<file path="src/rtl/fifo_wr_arbiter.sv">
// rtl/fifo_wr_arbiter.sv - round-robin arbiter sharing one FIFO write port among NUM_REQ producers
// Define FIFO_ARB_BURST_EN to let a grant run for up to MAX_BURST words; otherwise one word per grant.

module fifo_wr_arbiter #(
  parameter int FIFO_WIDTH = 16,
  parameter int NUM_REQ    = 4,
  parameter int MAX_BURST  = 8
) (
  input  logic                          clk,
  input  logic                          rst_n,
  input  logic [NUM_REQ-1:0]            req_valid,
  input  logic [NUM_REQ*FIFO_WIDTH-1:0] req_data,
  output logic [NUM_REQ-1:0]            req_ready,
  input  logic                          fifo_full,
  output logic [FIFO_WIDTH-1:0]         fifo_din,
  output logic                          fifo_wen,
  output logic [NUM_REQ-1:0]            grant,
  output logic                          busy
);

  localparam int IDX_W = $clog2(NUM_REQ);

  typedef enum logic {S_IDLE, S_OWN} state_t;

  state_t             state;
  logic [IDX_W-1:0]   owner;
  logic [IDX_W-1:0]   last_owner;
  logic [IDX_W-1:0]   nxt_owner;
  logic [IDX_W:0]     srch_base;
  logic [IDX_W:0]     offset;
  logic [IDX_W:0]     cand;
  logic [2*NUM_REQ-1:0] dbl_valid;
  logic [NUM_REQ-1:0] rot_valid;
  logic               own;
  logic               owner_valid;
  logic               last_beat;
  logic               release_now;

  if (NUM_REQ < 2 || NUM_REQ > 16 || MAX_BURST < 1 || MAX_BURST > 256) begin : g_param_check
    $error("fifo_wr_arbiter: parameter out of range");
  end

  // Rotate the request vector so the search always starts at last_owner+1, then map back.
  always_comb begin
    srch_base = (last_owner == IDX_W'(NUM_REQ-1)) ? '0 : {1'b0, last_owner} + (IDX_W+1)'(1);
    dbl_valid = {req_valid, req_valid};
    rot_valid = dbl_valid[srch_base +: NUM_REQ];
    offset    = '0;
    for (int j = NUM_REQ-1; j >= 0; j--) begin
      if (rot_valid[j]) offset = (IDX_W+1)'(j);
    end
    cand = srch_base + offset;
    if (cand >= (IDX_W+1)'(NUM_REQ)) cand = cand - (IDX_W+1)'(NUM_REQ);
    nxt_owner = cand[IDX_W-1:0];
  end

`ifdef FIFO_ARB_BURST_EN
  localparam int BCW = $clog2(MAX_BURST) + 1;
  logic [BCW-1:0] burst_cnt;
  assign last_beat = (burst_cnt == BCW'(MAX_BURST - 1));
`else
  assign last_beat = 1'b1;
`endif

  assign own         = (state == S_OWN);
  assign owner_valid = req_valid[owner];
  // Gating with rst_n keeps the reset cycle write-free even though grant is still registered.
  assign fifo_wen    = own && owner_valid && !fifo_full && rst_n;
  assign req_ready   = (own && !fifo_full && rst_n) ? grant : '0;
  assign fifo_din    = own ? req_data[owner*FIFO_WIDTH +: FIFO_WIDTH] : '0;
  assign release_now = !owner_valid || (fifo_wen && last_beat);

  always_ff @(posedge clk) begin
    if (!rst_n) begin
      state      <= S_IDLE;
      owner      <= '0;
      last_owner <= IDX_W'(NUM_REQ-1);
      grant      <= '0;
      busy       <= 1'b0;
`ifdef FIFO_ARB_BURST_EN
      burst_cnt  <= '0;
`endif
    end else begin
      case (state)
        S_IDLE: begin
          if (|req_valid) begin
            owner <= nxt_owner;
            grant <= NUM_REQ'(1) << nxt_owner;
            busy  <= 1'b1;
            state <= S_OWN;
`ifdef FIFO_ARB_BURST_EN
            burst_cnt <= '0;
`endif
          end
        end
        S_OWN: begin
`ifdef FIFO_ARB_BURST_EN
          if (fifo_wen) burst_cnt <= burst_cnt + BCW'(1);
`endif
          if (release_now) begin
            state      <= S_IDLE;
            last_owner <= owner;
            grant      <= '0;
            busy       <= 1'b0;
          end
        end
        default: state <= S_IDLE;
      endcase
    end
  end

endmodule

</file>
<file path="config.mk">
export PLATFORM = sky130hd
export DESIGN_NAME = fifo_wr_arbiter
export DESIGN_NICKNAME = d
export VERILOG_FILES = /design/src/rtl/fifo_wr_arbiter.sv
export SDC_FILE = /design/constraint.sdc
export NUM_CORES = 1
export LEC_CHECK = 0
export BUFFER_PORTS_ARGS = -buffer_cell sky130_fd_sc_hd__buf_2
export CORE_ASPECT_RATIO = 1.1
export CORE_MARGIN = 5
export CORE_UTILIZATION = 35
export DETAILED_ROUTE_END_ITERATION = 10
export PLACE_DENSITY = 0.78
export RECOVER_POWER = 25
export REMOVE_ABC_BUFFERS = 1
export SLEW_MARGIN = 30
export SYNTH_ARGS = -nofsm -noshare
export SYNTH_HDL_FRONTEND = slang
export SYNTH_SLANG_ARGS = --single-unit
</file>
<file path="constraint.sdc">
create_clock -name clk -period 5.5 [get_ports clk]
set_input_delay 0.825 -clock clk [delete_from_list [all_inputs] [get_ports clk]]
set_output_delay 0.825 -clock clk [all_outputs]
set_load 0.02 [all_outputs]
</file>
==> summary.txt <==
Root Buffer Master: clkbuf_4
clock group share of total power: 17.6%
clk_skew: 0.00278 ns
# fillers: 299
row cnt: 21
DRT antenna net count: 0
number of global-route vias before repair: 1188
unrepaired setup endpoints after global routing: false
minimum clock period: 3.08 ns
Reg area: 200 sq um
DR iter-0 viols: 33
Vias: 1215
hold slack: 0.490 ns
period utilization: 56.0%
internal power: 0.229 mW
Compound-Gate Fraction of Synth Area: 11.8%
Post-Layout Cell Count: 236
Syn. warnings: 0
fin. max-slew vios: 0
clock sinks: 10
Synth Area in XOR/XNOR: 2.25%
adder-cell area share of the yosys netlist: 3.27%
crit path DAT: 2.25 ns
worst hold path type: register to register
Setup Buffers After CTS: 0
worst skew pair latency: 0.26 ns
delay-heaviest family, CP: flip-flops
Slew @ Worst Pin: 1.06 ns
CTS tree: done
port bufs: 96
largest net degree at the start of global routing: 21
Seq/Total Area, Yosys: 18.0%
fmax: 325 MHz
average size of a mapped cell: 10.2 sq um
share of cells above drive strength 1: 54.5%
Final Hold Fails: 0
Sequential Power Share: 30.6%
LEAKAGE: 0.796 nW
CP max stage delay: 1.02 ns
Via density: 5.15
Initial Utilization: 36.4%
Slew HR: 29.5%
Post-Synth Simple-Gate Area: 23.4%
Worst EP required: 4.68 ns
Syn-to-layout area delta: 45.5%
final setup fails: 0
CP Capture Type: output port
Startpoint Class: register
CP max FO: 19
Die Span Y: 69.1 microns
core area: 0.00305 sq mm
critical path, cell by cell: mux4_1, and2_1, buf_2
H-tree levels: 1
placer's final routability congestion estimate: 0.866
status: finished clean
Resized cells post-CTS: 0
placed insts: 232
NetSw: 0.141 mW
first-pass GRT wire length: 5330 microns
die area: 0.00440 sq mm
WL/cell: 13.5 microns
Diodes inserted: 0
final setup TNS: 0 ns
Post-Route WL: 3190 microns
Mapped Cells: 109
post-DP HPWL: 2660 microns
post-layout util: 53.0%
antenna violations before repair: 0
flops & latches, synth: 10
post-synthesis mux area share: 36.5%
Pwr Density: 229 mW/mm^2
Boundary Pins: 97
Hold Buf Count CTS: 0
GRT overflow: 0
multi-input logic area: 847 sq um
all-layer global routing usage: 14.2%
Final #Nets: 276
Bufs and invs on worst path: 1
Max-cap violations: 0
first drt pass iteration count: 4
post-synthesis cell area: 0.00111 sq mm
Residual DRC: 0
switching share of power: 38.0%
clock transition at the registers of the reported paths: 0.07 ns
largest family of logic cells by synthesized area: multiplexers
Comb pwr share: 51.8%
CTS Buf Count: 3
Tot Pwr: 0.370 mW
Die X: 63.7 microns
critical path's slowest cell: dfxtp_1
count of cell types in the netlist: 32
Setup Crit Path Kind: register to output port
deepest clock path buffer count: 2
worst IR drop on VDD: 0.000193 V
## sequential cells by signal (all words and copies together) (netlist names)
register / cells
busy: 1
grant: 4
last_owner: 2
own: 1
owner: 2
## per-stage QoR
| step | area [sq um] | setup WS (ns) |
|---|---|---|
| global route | 1620 | 2.20 |
| global placement | 1600 | 2.63 |
| CTS | 1630 | 2.72 |
| floorplan | 1070 | 2.94 |
| detailed placement | 1600 | 2.88 |
| finish | 1620 | 2.42 |
## layer usage
metal,routed length (microns),vias to the layer above,track usage (%)
met5,0,-,0
met4,14,0,1.39
met3,376,2,4.87
met2,1580,58,24.8
met1,1220,552,17.1
li1,-,603,-
## worst paths after layout
kind,from,endpoint,slack (ns),cells after the start
setup / recovery,owner[0],fifo_din[3],2.42,3
hold reg to reg,last_owner[1],last_owner[1],0.49,2
hold / removal,last_owner[1],last_owner[1],0.49,2
setup reg to reg,owner[0],busy,2.82,5
## power groups by stage
stage | Combinational, mW | Sequential [mW] | Clock (mW)
4_1_cts | 0.197 | 0.115 | 0.0660
3_5_place_dp | 0.196 | 0.117 | 0
3_3_place_gp | 0.193 | 0.116 | 0
5_1_grt | 0.212 | 0.119 | 0.0698
6_report | 0.192 | 0.113 | 0.0651
2_1_floorplan | 0.130 | 0.114 | 0
## cells in the final DEF (no fill, tap or decap), drive strengths merged, types with 2 or more instances in the layout
cell	n
buf	91
and2	21
mux4	17
dfxtp	10
nand2	9
clkbuf	9
nand3	7
nor2	5
a21oi	4
o22ai	4
inv	3
o21ai	2
o21a	2
ha	2
## Yosys cell counts
| library cell | n | area share (%) |
|---|---|---|
| o22ai_1 | 4 | 2.3 |
| nor2_1 | 5 | 1.7 |
| a211o_1 | 1 | 0.79 |
| a211oi_1 | 1 | 0.68 |
| nand3_1 | 7 | 3.2 |
| a21oi_1 | 4 | 1.8 |
| o221ai_1 | 1 | 0.79 |
| maj3_2 | 1 | 1.0 |
| mux4_2 | 11 | 22 |
| and3_1 | 1 | 0.56 |
| and3b_1 | 1 | 0.79 |
| nor2b_1 | 1 | 0.56 |
| o31a_2 | 1 | 0.90 |
| nand3b_1 | 1 | 0.68 |
| inv_2 | 1 | 0.34 |
| a21boi_0 | 1 | 0.68 |
| o21bai_4 | 1 | 1.7 |
| xnor2_2 | 1 | 1.5 |
| mux4_1 | 6 | 14 |
| buf_6 | 1 | 1.0 |
| o21a_1 | 2 | 1.4 |
| buf_2 | 2 | 0.90 |
| nor4_1 | 1 | 0.56 |
| o21ai_0 | 2 | 0.90 |
| nand2_1 | 9 | 3.0 |
| or2_2 | 1 | 0.56 |
| dfxtp_1 | 10 | 18 |
| ha_1 | 2 | 2.3 |
| inv_1 | 3 | 1.0 |
| and2_1 | 21 | 12 |
| clkbuf_1 | 4 | 1.4 |
| xor2_1 | 1 | 0.79 |
## worst reg2reg max path, delay by kind of cell, from the launching register on
kind	cells	cell delay, ns
buf+inv	1	0.25
mux	1	0.62
simple gates	1	0.06
flops	1	1.02
compound gates	2	0.62
## logic make-up (layout without fill, tap and decap cells)
family | count (synthesis) | after routing
multiplexers | 17 | 17
AO/OA/AOI/OAI | 18 | 18
flip-flops | 10 | 10
buffers and inverters | 11 | 104
AND/OR/NAND/NOR | 48 | 48
adder cells (fa/ha/maj) | 3 | 3
XOR/XNOR | 2 | 2
## area by class of cell
type,instances,share of cell area [%]
Multi-Input combinational cell,88,52.4
Sequential cell,10,12.4
Timing Repair Buffer,96,29.4
Tap cell,34,2.63
Inverter,4,0.930
Clock buffer,4,2.25
Note: power is estimated with default switching activity, not from simulation.
